$ cat config.mk
export PLATFORM = sky130hd
export DESIGN_NAME = row_window_buf
export DESIGN_NICKNAME = d
export VERILOG_FILES = /design/src/rtl/cnn_pkg.sv /design/src/rtl/row_window_ctrl.sv /design/src/rtl/row_window_buf.sv
export SDC_FILE = /design/constraint.sdc
export NUM_CORES = 1
export LEC_CHECK = 0
export CAP_MARGIN = 30
export CELL_PAD_IN_SITES_DETAIL_PLACEMENT = 1
export CELL_PAD_IN_SITES_GLOBAL_PLACEMENT = 2
export CORE_MARGIN = 10
export CORE_UTILIZATION = 33
export CTS_BUF_LIST = sky130_fd_sc_hd__clkbuf_16
export DETAILED_ROUTE_END_ITERATION = 7
export GPL_TIMING_DRIVEN = 0
export PLACE_DENSITY_LB_ADDON = 0.05
export SYNTH_ARGS = -nofsm -noshare
export SYNTH_HDL_FRONTEND = slang
export SYNTH_SLANG_ARGS = --single-unit
$ cat constraint.sdc
create_clock -name clock -period 3.5 [get_ports clock]
set_input_delay 0.7 -clock clock [delete_from_list [all_inputs] [get_ports clock]]
set_output_delay 0.7 -clock clock [all_outputs]
set_load 0.1 [all_outputs]
$ cat src/rtl/cnn_pkg.sv
`default_nettype none
// ============================================================================
//  Module   : cnn_pkg
//  Purpose  : Types and constants shared by the CNN row/window front end:
//             the default pixel width, the pixel type and the window FSM
//             state encoding.
//  Ports    : none (package)
//  Revision : 1.0  initial release
// ============================================================================
package cnn_pkg;

   localparam int PIXEL_W_DEF = 8;

   typedef logic [PIXEL_W_DEF-1:0] pixel_t;

   // FILL: collecting rows of a new stripe, no complete window yet.
   // SLIDE: every further accepted row yields a new window one row lower.
   typedef enum logic [0:0] {
      FILL  = 1'b0,
      SLIDE = 1'b1
   } win_state_t;

endpackage : cnn_pkg
`default_nettype wire

$ cat src/rtl/row_window_ctrl.sv
`default_nettype none
// ============================================================================
//  Module   : row_window_ctrl
//  Purpose  : Control half of row_window_buf. Decides when a row slice is
//             popped from upstream, counts rows within the current stripe,
//             tracks how many rows of the window are filled and raises the
//             window-valid flag and the end-of-stripe pulse.
//  Ports    : clock, reset (async, active-low)
//             row_shift_rdy_i - upstream has a full slice
//             win_ready_i     - downstream consumes the window
//             accept_o        - pop/capture strobe (combinational)
//             win_valid_o     - window register holds a complete window
//             stripe_done_o   - one-cycle pulse after a stripe's last row
//  Revision : 1.0  initial release
// ============================================================================
module row_window_ctrl
   import cnn_pkg::*;
#(
   parameter int KERNEL     = 3,
   parameter int IMG_HEIGHT = 5
) (
   input  logic clock,
   input  logic reset,
   input  logic row_shift_rdy_i,
   input  logic win_ready_i,
   output logic accept_o,
   output logic win_valid_o,
   output logic stripe_done_o
);

   localparam int RW = (IMG_HEIGHT > 1) ? $clog2(IMG_HEIGHT) : 1;
   localparam int FW = $clog2(KERNEL + 1);
   localparam logic [RW-1:0] ROW_LAST  = RW'(IMG_HEIGHT - 1);
   localparam logic [FW-1:0] FILL_FULL = FW'(KERNEL);

   generate
      if (IMG_HEIGHT < KERNEL) begin : g_bad_height
         $error("row_window_ctrl: IMG_HEIGHT must be >= KERNEL");
      end
   endgenerate

   win_state_t    state_q, state_d;
   logic [RW-1:0] row_cnt_q, row_cnt_d;
   logic [FW-1:0] fill_cnt_q, fill_cnt_d;
   logic [FW-1:0] fill_inc;
   logic          win_valid_q, win_valid_d;
   logic          stripe_done_q, stripe_done_d;
   logic          accept;

   // A slice may be taken whenever the window slot is free or is being
   // consumed this same cycle, so a consume and a refill overlap.
   assign accept = row_shift_rdy_i && (!win_valid_q || win_ready_i);

   always_comb begin
      state_d       = state_q;
      row_cnt_d     = row_cnt_q;
      fill_cnt_d    = fill_cnt_q;
      win_valid_d   = win_valid_q;
      stripe_done_d = 1'b0;
      fill_inc      = (fill_cnt_q == FILL_FULL) ? FILL_FULL : fill_cnt_q + FW'(1);

      if (accept) begin
         fill_cnt_d = fill_inc;
         row_cnt_d  = row_cnt_q + RW'(1);
         case (state_q)
            FILL: begin
               // Any earlier valid window was consumed by this accept, so
               // the flag drops until the stripe's window is full again.
               if (fill_inc == FILL_FULL) begin
                  win_valid_d = 1'b1;
                  state_d     = SLIDE;
               end else begin
                  win_valid_d = 1'b0;
               end
            end
            SLIDE:   win_valid_d = 1'b1;
            default: state_d = FILL;
         endcase
         // Last row of the stripe: this window is still valid, but the
         // next stripe must refill from scratch.
         if (row_cnt_q == ROW_LAST) begin
            row_cnt_d     = '0;
            fill_cnt_d    = '0;
            state_d       = FILL;
            stripe_done_d = 1'b1;
         end
      end else if (win_valid_q && win_ready_i) begin
         win_valid_d = 1'b0;
      end
   end

   always_ff @(posedge clock or negedge reset) begin
      if (!reset) begin
         state_q       <= FILL;
         row_cnt_q     <= '0;
         fill_cnt_q    <= '0;
         win_valid_q   <= 1'b0;
         stripe_done_q <= 1'b0;
      end else begin
         state_q       <= state_d;
         row_cnt_q     <= row_cnt_d;
         fill_cnt_q    <= fill_cnt_d;
         win_valid_q   <= win_valid_d;
         stripe_done_q <= stripe_done_d;
      end
   end

   assign accept_o      = accept;
   assign win_valid_o   = win_valid_q;
   assign stripe_done_o = stripe_done_q;

endmodule : row_window_ctrl
`default_nettype wire

$ cat src/rtl/row_window_buf.sv
`default_nettype none
// ============================================================================
//  Module   : row_window_buf
//  Purpose  : Pops KERNEL-wide row slices from the row shift register and
//             stacks the most recent KERNEL of them into a KERNEL x KERNEL
//             window; row 0 of the window is the oldest row. Windows never
//             span two image-height stripes.
//  Ports    : clock, reset (async, active-low)
//             row_shift_rdy / p_row_in / row_shift_up - upstream slice i/f
//             win_valid / win_ready / window          - downstream window i/f
//             stripe_done - one-cycle pulse after a stripe's last row
//             win_count, stall_cnt - only with ROW_WINDOW_BUF_STATS_EN
//  Options  : `define ROW_WINDOW_BUF_STATS_EN adds the handshake counter
//             win_count (wrapping) and the backpressure counter stall_cnt
//             (saturating).
//  Revision : 1.0  initial release
// ============================================================================
module row_window_buf
   import cnn_pkg::*;
#(
   parameter int KERNEL     = 3,
   parameter int IMG_HEIGHT = 5,
   parameter int PIXEL_W    = PIXEL_W_DEF
) (
   input  logic                         clock,
   input  logic                         reset,
   input  logic                         row_shift_rdy,
   input  logic [KERNEL*PIXEL_W-1:0]    p_row_in,
   output logic                         row_shift_up,
   output logic                         win_valid,
   input  logic                         win_ready,
   output logic [KERNEL*KERNEL*PIXEL_W-1:0] window,
   output logic                         stripe_done
`ifdef ROW_WINDOW_BUF_STATS_EN
   ,
   output logic [15:0]                  win_count,
   output logic [15:0]                  stall_cnt
`endif
);

   localparam int ROW_BITS = KERNEL * PIXEL_W;
   localparam int WIN_BITS = KERNEL * ROW_BITS;

   logic                accept;
   logic [WIN_BITS-1:0] window_q, window_d;

   row_window_ctrl #(
      .KERNEL     (KERNEL),
      .IMG_HEIGHT (IMG_HEIGHT)
   ) u_ctrl (
      .clock           (clock),
      .reset           (reset),
      .row_shift_rdy_i (row_shift_rdy),
      .win_ready_i     (win_ready),
      .accept_o        (accept),
      .win_valid_o     (win_valid),
      .stripe_done_o   (stripe_done)
   );

   // Shift the window up one row and place the fresh slice at the bottom.
   always_comb begin
      window_d = window_q;
      if (accept) begin
         for (int r = 0; r < KERNEL - 1; r++) begin
            window_d[r*ROW_BITS +: ROW_BITS] = window_q[(r+1)*ROW_BITS +: ROW_BITS];
         end
         window_d[(KERNEL-1)*ROW_BITS +: ROW_BITS] = p_row_in;
      end
   end

   always_ff @(posedge clock or negedge reset) begin
      if (!reset) begin
         window_q <= '0;
      end else begin
         window_q <= window_d;
      end
   end

   assign row_shift_up = accept;
   assign window       = window_q;

`ifdef ROW_WINDOW_BUF_STATS_EN
   logic [15:0] win_count_q;
   logic [15:0] stall_cnt_q;

   always_ff @(posedge clock or negedge reset) begin
      if (!reset) begin
         win_count_q <= '0;
         stall_cnt_q <= '0;
      end else begin
         if (win_valid && win_ready) begin
            win_count_q <= win_count_q + 16'd1;
         end
         if (row_shift_rdy && win_valid && !win_ready && (stall_cnt_q != 16'hFFFF)) begin
            stall_cnt_q <= stall_cnt_q + 16'd1;
         end
      end
   end

   assign win_count = win_count_q;
   assign stall_cnt = stall_cnt_q;
`endif

endmodule : row_window_buf
`default_nettype wire

==> results of run 1 <==
==> synth_stat cells, drive strengths merged <==
master   count
ha           2
a31oi        4
nor2         1
nand2        3
nand2b       1
nand4        1
inv          4
o211ai       1
nor2b        1
o21ai        4
buf         10
a22o         1
o2111ai      1
dfrtp       80
mux2        72
nand3        1
==> kinds of logic (layout without fill, tap and decap cells) <==
family / after synthesis / in the layout
AOI/OAI and AO/OA: 11 / 11
adders and majority gates: 2 / 2
buffers and inverters: 14 / 131
DFF: 80 / 80
muxes: 72 / 72
and+or+nand+nor: 8 / 8
==> repair_timing <==
action,4_1_cts,5_1_grt
setup buffers,0,0
resized for setup,2,1
setup endpoints to repair,1,1
==> how the worst max path moves through the flow <==
stage / startpoint / depth (start not counted) / endpoint
floorplan: u_ctrl.win_valid_o / 6 / row_shift_up
global placement: reset / 1 / window[52]
detailed placement: win_ready / 8 / row_shift_up
CTS: win_ready / 8 / row_shift_up
global route: win_ready / 8 / row_shift_up
finish: win_ready / 8 / row_shift_up
==> layer usage <==
metal  wire [um]  GRT usage (%)  share of wire (%)  up-vias
met5           0              0                  0        -
met4          32           4.00               0.43        0
met3         935           6.37                 12        2
met2        3260           16.4                 43       65
met1        3280           14.1                 44      987
li1            -              -                  -      884
==> sequential cells by signal, indices dropped and copies added, names as in the netlist <==
register              flops
u_ctrl.fill_cnt_q         2
u_ctrl.row_cnt_q          3
u_ctrl.state_q            1
u_ctrl.stripe_done_o      1
u_ctrl.win_valid_o        1
window                   72
==> through the flow <==
stage               cells  utilization [%]
floorplan             187                -
global placement      399             46.2
detailed placement    400             46.5
CTS                   414             50.0
global route          415             50.3
finish                415             50.3
==> cell type report <==
class / instances / area [um2]
Tap cell: 111 / 139
Clock inverter: 5 / 98.8
Inverter: 4 / 15.0
Buffer: 10 / 68.8
Clock buffer: 9 / 225
Fill cell: 925 / 4530
Multi-Input combinational cell: 93 / 971
Sequential cell: 80 / 2000
Timing Repair Buffer: 103 / 1060
==> impl_metrics.env, run 1 <==
export IMPL_synthesis_nets=217
export IMPL_hold_buffers=0
export IMPL_synth_area_mm2=0.00306
export IMPL_layout_commonest_cell="clkdlybuf4s50_1"
export IMPL_timing_final_max_slew_violations=0
export IMPL_post_place_ws_ns=-0.287
export IMPL_cts_buffers=9
export IMPL_dpl_cell_area_mm2=0.00423
export IMPL_r2r_end="window[65]"
export IMPL_synth_distinct_cells=20
export IMPL_wl_per_cell_um=18.1
export IMPL_synthAdderAreaFrac_pct=0.819
export IMPL_synthMuxAreaShare_pct=26.9
export IMPL_place_gp_congestion=0.695
export IMPL_critPathTopFamily="buffers and inverters"
export IMPL_yosys_area_share_simple_pct=1.76
export IMPL_netlist_top_cell_by_area="dfrtp_1"
export IMPL_period_share_pct=88.3
export IMPL_arrival_ns=2.39
export IMPL_hold_path_class="in -> async"
export IMPL_overflow=0
export IMPL_holdWs_ns=0.320
export IMPL_synth_xor_area_share_pct=0
export IMPL_num_rows=35
export IMPL_ff2ff_path_depth=6
export IMPL_grt_max_degree=50
export IMPL_cts_num_sinks=80
export IMPL_vias_per_cell=4.67
export IMPL_drt_wl_total_um=7510
export IMPL_synth_area_top_cells="dfrtp_1, mux2_2, mux2_4"
export IMPL_seq_area_frac_synth_pct=65.5
export IMPL_dr_pass1_iters=4
export IMPL_synth_warnings=0
export IMPL_netlist_instances=187
export IMPL_fp_dieW_um=116
export IMPL_critPathCaptureType="output port"
export IMPL_grt_setup_unrepaired="false"
export IMPL_finClkSkew_ns=0.00907
export IMPL_critPathBufInv=6
export IMPL_fin_nets=331
export IMPL_antenna_found_initial=0
export IMPL_grt_util_all_layers_pct=11.4
export IMPL_clockBufferDepth=2
export IMPL_finalHoldViolations=0
export IMPL_netlist_area_leader_share_pct=65.5
export IMPL_slew_headroom_pct=31.5
export IMPL_cts_tree="yes"
export IMPL_slowest_delay_ns=0.47
export IMPL_path_clk_slew_ns=0.06
export IMPL_synth_top_family_by_area="multiplexers"
export IMPL_place_hpwl_um=5470
export IMPL_first_iter_violations=55
export IMPL_synth_compound_area_share_pct=2.29
export IMPL_ios=103
export IMPL_worst_pin_slew_ns=1.02
export IMPL_drtAntennaViolNets=0
export IMPL_crit_top_cell="buf_6"
export IMPL_initial_core_util_pct=33.6
export IMPL_fmax_mhz=323
export IMPL_cts_htree_levels=3
export IMPL_diodes=0
export IMPL_grt_pass1_vias=2109
export IMPL_syn_avg_cell_area_um2=16.3
export IMPL_final_cell_mix="clkdlybuf4s50_1, dfrtp_1, mux2_2, clkbuf_16, buf_2"
export IMPL_finalInstanceArea_mm2=0.00458
export IMPL_ys_ff_latch=80
export IMPL_layout_min_cycle_time_ns=3.09
export IMPL_r2r_start="u_ctrl.win_valid_o"
export IMPL_drv_cap=0
export IMPL_fin_setup_tns_ns=0
export IMPL_drc=0
export IMPL_grt_pass1_wl_um=11900
export IMPL_crit_fanout=10
export IMPL_cp_cell_sequence="clkdlybuf4s50_1 > nand2b_4 > buf_6 > nand2_4 > inv_2 > buf_6 > buf_6 > clkbuf_2"
export IMPL_syn_to_final_growth_pct=49.8
export IMPL_dieHeight_um=116
export IMPL_critPathLaunchType="input port"
export IMPL_portBuffers=101
export IMPL_num_vias=1938
export IMPL_worstSetupPathType="in -> out"
export IMPL_fin_ws_ns=0.408
export IMPL_crit_required_ns=2.80
export IMPL_status="finished, final reports clean"
export IMPL_r2r_slack_ns=1.96
export IMPL_drive_gt1_share_pct=33.6
export IMPL_cts_root_buffer="clkbuf_16"
export IMPL_clk_latency_ns=0.32
export IMPL_cp_slowest_cell="clkbuf_2"
export IMPL_setup_viol=0
export IMPL_dieArea_mm2=0.0135
export IMPL_core_mm2=0.00911
Power of run 1 is left out: the tool's default activity adds up to more than one toggle a clock period on the data nets, which glitch-free logic cannot reach.
==> run 2: changes to the inputs <==
--- a/config.mk
+++ b/config.mk
@@ -14,6 +14,7 @@
 export DETAILED_ROUTE_END_ITERATION = 7
 export GPL_TIMING_DRIVEN = 0
 export PLACE_DENSITY_LB_ADDON = 0.05
+export SLEW_MARGIN = 40
 export SYNTH_ARGS = -nofsm -noshare
 export SYNTH_HDL_FRONTEND = slang
 export SYNTH_SLANG_ARGS = --single-unit
==> constraint.sdc (replaced) <==
create_clock -name clock -period 4 [get_ports clock]
set_input_delay 0.8 -clock clock [delete_from_list [all_inputs] [get_ports clock]]
set_output_delay 0.8 -clock clock [all_outputs]
set_load 0.1 [all_outputs]
==> run 2 against run 1 <==
  * Sequential share of layout area up 4.4 points
  * Register-to-register slack better by 0.49 ns
  * Die area did not move
  * Worst setup slack better by 0.35 ns
  * Largest cell class unchanged
  * Critical endpoint unchanged
  * Critical path depth unchanged
  * Core utilization decreased by 4.6 points
  * Non-clock buffer count down 1
  * Hold slack better by 0.036 ns
  * Sequential cell count unchanged
  * Routed wire length down 1.4%
==> impl_metrics.env, run 2 (synthesis gave the netlist of run 1 again) <==
export IMPL_hold_buffers=0
export IMPL_crit_required_ns=3.20
export IMPL_initial_core_util_pct=33.6
export IMPL_grt_pass1_vias=2036
export IMPL_worstSetupStartpoint="win_ready"
export IMPL_diodes=0
export IMPL_cts_root_buffer="clkbuf_16"
export IMPL_num_rows=35
export IMPL_setup_viol=0
export IMPL_arrival_ns=2.44
export IMPL_r2r_end="window[63]"
export IMPL_path_depth=8
export IMPL_syn_to_final_growth_pct=36.2
export IMPL_dr_pass1_iters=4
export IMPL_worst_pin_slew_ns=0.523
export IMPL_fmax_mhz=309
export IMPL_core_mm2=0.00911
export IMPL_largest_reg_flops=72
export IMPL_status="finished, final reports clean"
export IMPL_layout_min_cycle_time_ns=3.24
export IMPL_worstSetupPathType="in -> out"
export IMPL_cts_num_sinks=80
export IMPL_ios=103
export IMPL_slowest_delay_ns=0.46
export IMPL_antenna_found_initial=0
export IMPL_r2r_slack_ns=2.45
export IMPL_critPathLaunchType="input port"
export IMPL_postCtsSetupRepairBufs=0
export IMPL_crit_fanout=10
export IMPL_timing_final_max_slew_violations=0
export IMPL_fin_nets=330
export IMPL_drive_gt1_share_pct=57.6
export IMPL_drv_cap=0
export IMPL_grt_util_all_layers_pct=11.0
export IMPL_wl_per_cell_um=17.8
export IMPL_hold_path_class="in -> async"
export IMPL_cts_htree_levels=3
export IMPL_finalHoldViolations=0
export IMPL_place_hpwl_um=5470
export IMPL_finClkSkew_ns=0.00595
export IMPL_first_iter_violations=35
export IMPL_crit_end="row_shift_up"
export IMPL_layout_commonest_cell="buf_2"
export IMPL_overflow=0
export IMPL_num_vias=1937
export IMPL_cts_buffers=9
export IMPL_drtAntennaViolNets=0
export IMPL_critPathCaptureType="output port"
export IMPL_clockBufferDepth=2
export IMPL_r2r_start="u_ctrl.win_valid_o"
export IMPL_dieArea_mm2=0.0135
export IMPL_cts_tree="yes"
export IMPL_critPathBufInv=6
export IMPL_grt_pass1_wl_um=11400
export IMPL_period_share_pct=81.0
export IMPL_dieHeight_um=116
export IMPL_clk_latency_ns=0.32
export IMPL_cp_cell_sequence="clkdlybuf4s50_1 > nand2b_4 > buf_6 > nand2_4 > inv_2 > buf_6 > buf_6 > buf_2"
export IMPL_fin_setup_tns_ns=0
export IMPL_vias_per_cell=4.67
export IMPL_drt_wl_total_um=7400
export IMPL_place_gp_congestion=0.695
export IMPL_ff2ff_path_depth=6
export IMPL_cts_repair_resized=0
export IMPL_grt_setup_unrepaired="false"
export IMPL_slew_headroom_pct=65.4
export IMPL_fp_dieW_um=116
export IMPL_crit_top_cell="buf_6"
export IMPL_cp_slowest_cell="clkdlybuf4s50_1"
export IMPL_critPathTopFamily="buffers and inverters"
export IMPL_fill_cells=964
export IMPL_drc=0
export IMPL_grt_max_degree=50
export IMPL_final_cell_mix="buf_2, dfrtp_1, mux2_2, clkdlybuf4s50_1, clkbuf_16"
export IMPL_portBuffers=101
export IMPL_path_clk_slew_ns=0.06
[run 2: cell types whose count changed in the layout (fill, tap and decap cells not counted)]
cell             before  now
bufinv_16             3    2
clkdlybuf4s50_1      99   25
buf_4                 1    0
inv_1                 4    5
buf_6                 3    4
clkinv_2              1    2
buf_2                 7   82
buf_16                2    1
clkbuf_2              1    0
[run 2: metal layers]
layer  track usage, %  routed length, um  vias up  share of wire, %
met5                0                  0        -                 0
met4             4.25                 55        0              0.74
met3             5.96                855        4                12
met2             16.0               3210       71                43
met1             13.5               3280      976                44
li1                 -                  -      886                 -
[run 2: cell type report]
type                    instances  area (um2)  area share, %
clock inverters                 6        77.6           1.86
inverters                       4        15.0          0.361
repair buffers                102         664           16.0
well taps                     111         139           3.34
plain buffers                  10        68.8           1.65
multi-input cells              93         971           23.3
flip-flops and latches         80        2000           48.1
clock buffers                   9         225           5.41
[run 2: per-stage QoR]
step / hold slack [ns] / area (um2) / utilization (%) / setup WS (ns) / std cells
after floorplan: 0.467 / 3060 / - / 1.60 / 187
after global placement: 0.480 / 4210 / 46.2 / -0.944 / 399
after detailed placement: 0.488 / 3860 / 42.4 / 0.735 / 400
after CTS: 0.360 / 4160 / 45.7 / 0.728 / 415
after global routing: 0.361 / 4160 / 45.7 / 0.667 / 415
final: 0.356 / 4160 / 45.7 / 0.761 / 415
[run 2: worst min path at each step]
stage                    from  slack [ns]                   end  cells past startpoint
3_3_place_gp   u_ctrl.state_q        0.48    u_ctrl.win_valid_o                      2
5_1_grt                 reset        0.36  u_ctrl.fill_cnt_q[1]                      1
6_report                reset        0.36  u_ctrl.fill_cnt_q[0]                      1
4_1_cts                 reset        0.36  u_ctrl.fill_cnt_q[1]                      1
3_5_place_dp        window[7]        0.49             window[7]                      1
2_1_floorplan  u_ctrl.state_q        0.47    u_ctrl.win_valid_o                      2
Power of run 2 is left out for the same reason.
==> run 3: changes to the inputs <==
--- a/config.mk
+++ b/config.mk
@@ -9,7 +9,7 @@
 export CELL_PAD_IN_SITES_DETAIL_PLACEMENT = 1
 export CELL_PAD_IN_SITES_GLOBAL_PLACEMENT = 2
 export CORE_MARGIN = 10
-export CORE_UTILIZATION = 33
+export CORE_UTILIZATION = 30
 export CTS_BUF_LIST = sky130_fd_sc_hd__clkbuf_16
 export DETAILED_ROUTE_END_ITERATION = 7
 export GPL_TIMING_DRIVEN = 0
==> constraint.sdc (replaced) <==
create_clock -name clock -period 3.3 [get_ports clock]
set_input_delay 0.66 -clock clock [delete_from_list [all_inputs] [get_ports clock]]
set_output_delay 0.66 -clock clock [all_outputs]
set_load 0.1 [all_outputs]
==> run 3 against run 2 <==
  * Critical path depth unchanged
  * Register-to-register slack got worse by 0.71 ns
  * Hold slack worse by 0.13 ns
  * Non-clock buffer count unchanged
  * Final cell count grew 5.5%
  * Worst setup slack lost 0.43 ns
  * Highest routed layer unchanged
==> impl_metrics.env, run 3 (synthesis gave the netlist of run 1 again) <==
export IMPL_dieArea_mm2=0.0146
export IMPL_diodes=0
export IMPL_setup_viol=0
export IMPL_first_iter_violations=50
export IMPL_finalInstanceArea_mm2=0.00421
export IMPL_multi_input_area_um2=971
export IMPL_place_gp_congestion=0.694
export IMPL_initial_core_util_pct=31.0
export IMPL_grt_util_all_layers_pct=10.6
export IMPL_met2_usage_pct=15.9
export IMPL_cts_htree_levels=3
export IMPL_overflow=0
export IMPL_cts_root_buffer="clkbuf_16"
export IMPL_portBuffers=101
export IMPL_postCtsSetupRepairBufs=0
export IMPL_grt_pass1_vias=2051
export IMPL_critPathLaunchType="input port"
export IMPL_crit_top_cell="buf_6"
export IMPL_dr_pass1_iters=3
export IMPL_fmax_mhz=336
export IMPL_finClkSkew_ns=0.00616
export IMPL_use_met3_pct=4.89
export IMPL_timing_final_max_slew_violations=0
export IMPL_worst_pin_slew_ns=0.517
export IMPL_grt_pass1_wl_um=12100
export IMPL_grt_max_degree=42
export IMPL_slowest_delay_ns=0.46
export IMPL_ios=103
export IMPL_fin_nets=330
export IMPL_core_mm2=0.00986
export IMPL_cp_slowest_cell="clkdlybuf4s50_1"
export IMPL_cts_repair_resized=0
export IMPL_period_share_pct=90.1
export IMPL_num_vias=1946
export IMPL_clk_latency_ns=0.33
export IMPL_layout_min_cycle_time_ns=2.97
export IMPL_cts_tree="yes"
export IMPL_drt_wl_total_um=7830
export IMPL_path_clk_slew_ns=0.06
export IMPL_largest_reg_flops=72
export IMPL_cts_num_sinks=80
export IMPL_crit_required_ns=2.64
export IMPL_dieHeight_um=121
export IMPL_status="finished, final reports clean"
export IMPL_final_cell_mix="buf_2, dfrtp_1, mux2_2, clkdlybuf4s50_1, clkbuf_16"
export IMPL_worstSetupPathType="in -> out"
export IMPL_layout_commonest_cell="buf_2"
export IMPL_critPathCaptureType="output port"
export IMPL_vias_per_cell=4.44
export IMPL_syn_to_final_growth_pct=37.7
export IMPL_grt_setup_unrepaired="false"
export IMPL_drive_gt1_share_pct=58.4
export IMPL_place_hpwl_um=5710
export IMPL_cp_cell_sequence="clkdlybuf4s50_1 > nand2b_4 > buf_6 > nand2_4 > inv_2 > buf_6 > buf_6 > buf_2"
export IMPL_num_rows=36
export IMPL_fill_cells=1025
export IMPL_hold_buffers=0
export IMPL_finalHoldViolations=0
export IMPL_regArea_mm2=0.00200
export IMPL_wl_per_cell_um=17.9
export IMPL_slew_headroom_pct=65.8
export IMPL_antenna_found_initial=0
export IMPL_drv_cap=0
export IMPL_fin_ws_ns=0.328
export IMPL_arrival_ns=2.31
export IMPL_holdWs_ns=0.225
export IMPL_drc=0
export IMPL_drtAntennaViolNets=0
export IMPL_crit_fanout=10
export IMPL_cts_buffers=9
export IMPL_hold_path_class="in -> async"
export IMPL_post_place_ws_ns=0.322
export IMPL_clockBufferDepth=2
export IMPL_fp_dieW_um=121
export IMPL_dpl_cell_area_mm2=0.00388
export IMPL_top_usage_layer="met2"
export IMPL_grt_util_met1_pct=12.7
## run 3: layer usage
metal	wire (um)	share of wire, %	vias to the layer above
met5	0	0	-
met4	102	1.3	0
met3	677	8.6	8
met2	3590	46	68
met1	3460	44	982
li1	-	-	888
## run 3: final timing paths
check | startpoint | endpoint | slack [ns] | cells after the start
min in group clock | window[19] | window[19] | 0.50 | 1
hold / removal | reset | u_ctrl.win_valid_o | 0.23 | 1
hold reg to reg | window[19] | window[19] | 0.50 | 1
setup / recovery | win_ready | row_shift_up | 0.33 | 8
setup reg to reg | u_ctrl.win_valid_o | window[54] | 1.74 | 6
max in group asynchronous | reset | window[54] | 2.54 | 2
## run 3: worst max-delay path, delay by kind of cell
family	cells	cell delay, ns
buffers and inverters	6	1.45
AND/OR/NAND/NOR	2	0.19
## run 3: layout make-up
cell class | instances | share of cell area [%]
well taps | 133 | 3.95
flip-flops and latches | 80 | 47.6
inverters | 4 | 0.357
multi-input cells | 93 | 23.1
repair buffers | 102 | 15.6
plain buffers | 10 | 1.63
clock inverters | 7 | 2.47
clock buffers | 9 | 5.35
## run 3: per-stage QoR
step / cells / utilization, % / setup TNS (ns)
6_report: 438 / 42.7 / 0
5_1_grt: 438 / 42.7 / 0
4_1_cts: 438 / 42.7 / 0
3_5_place_dp: 422 / 39.3 / 0
3_3_place_gp: 421 / 42.9 / -123.63
2_1_floorplan: 187 / - / 0
Power of run 3 is left out for the same reason.
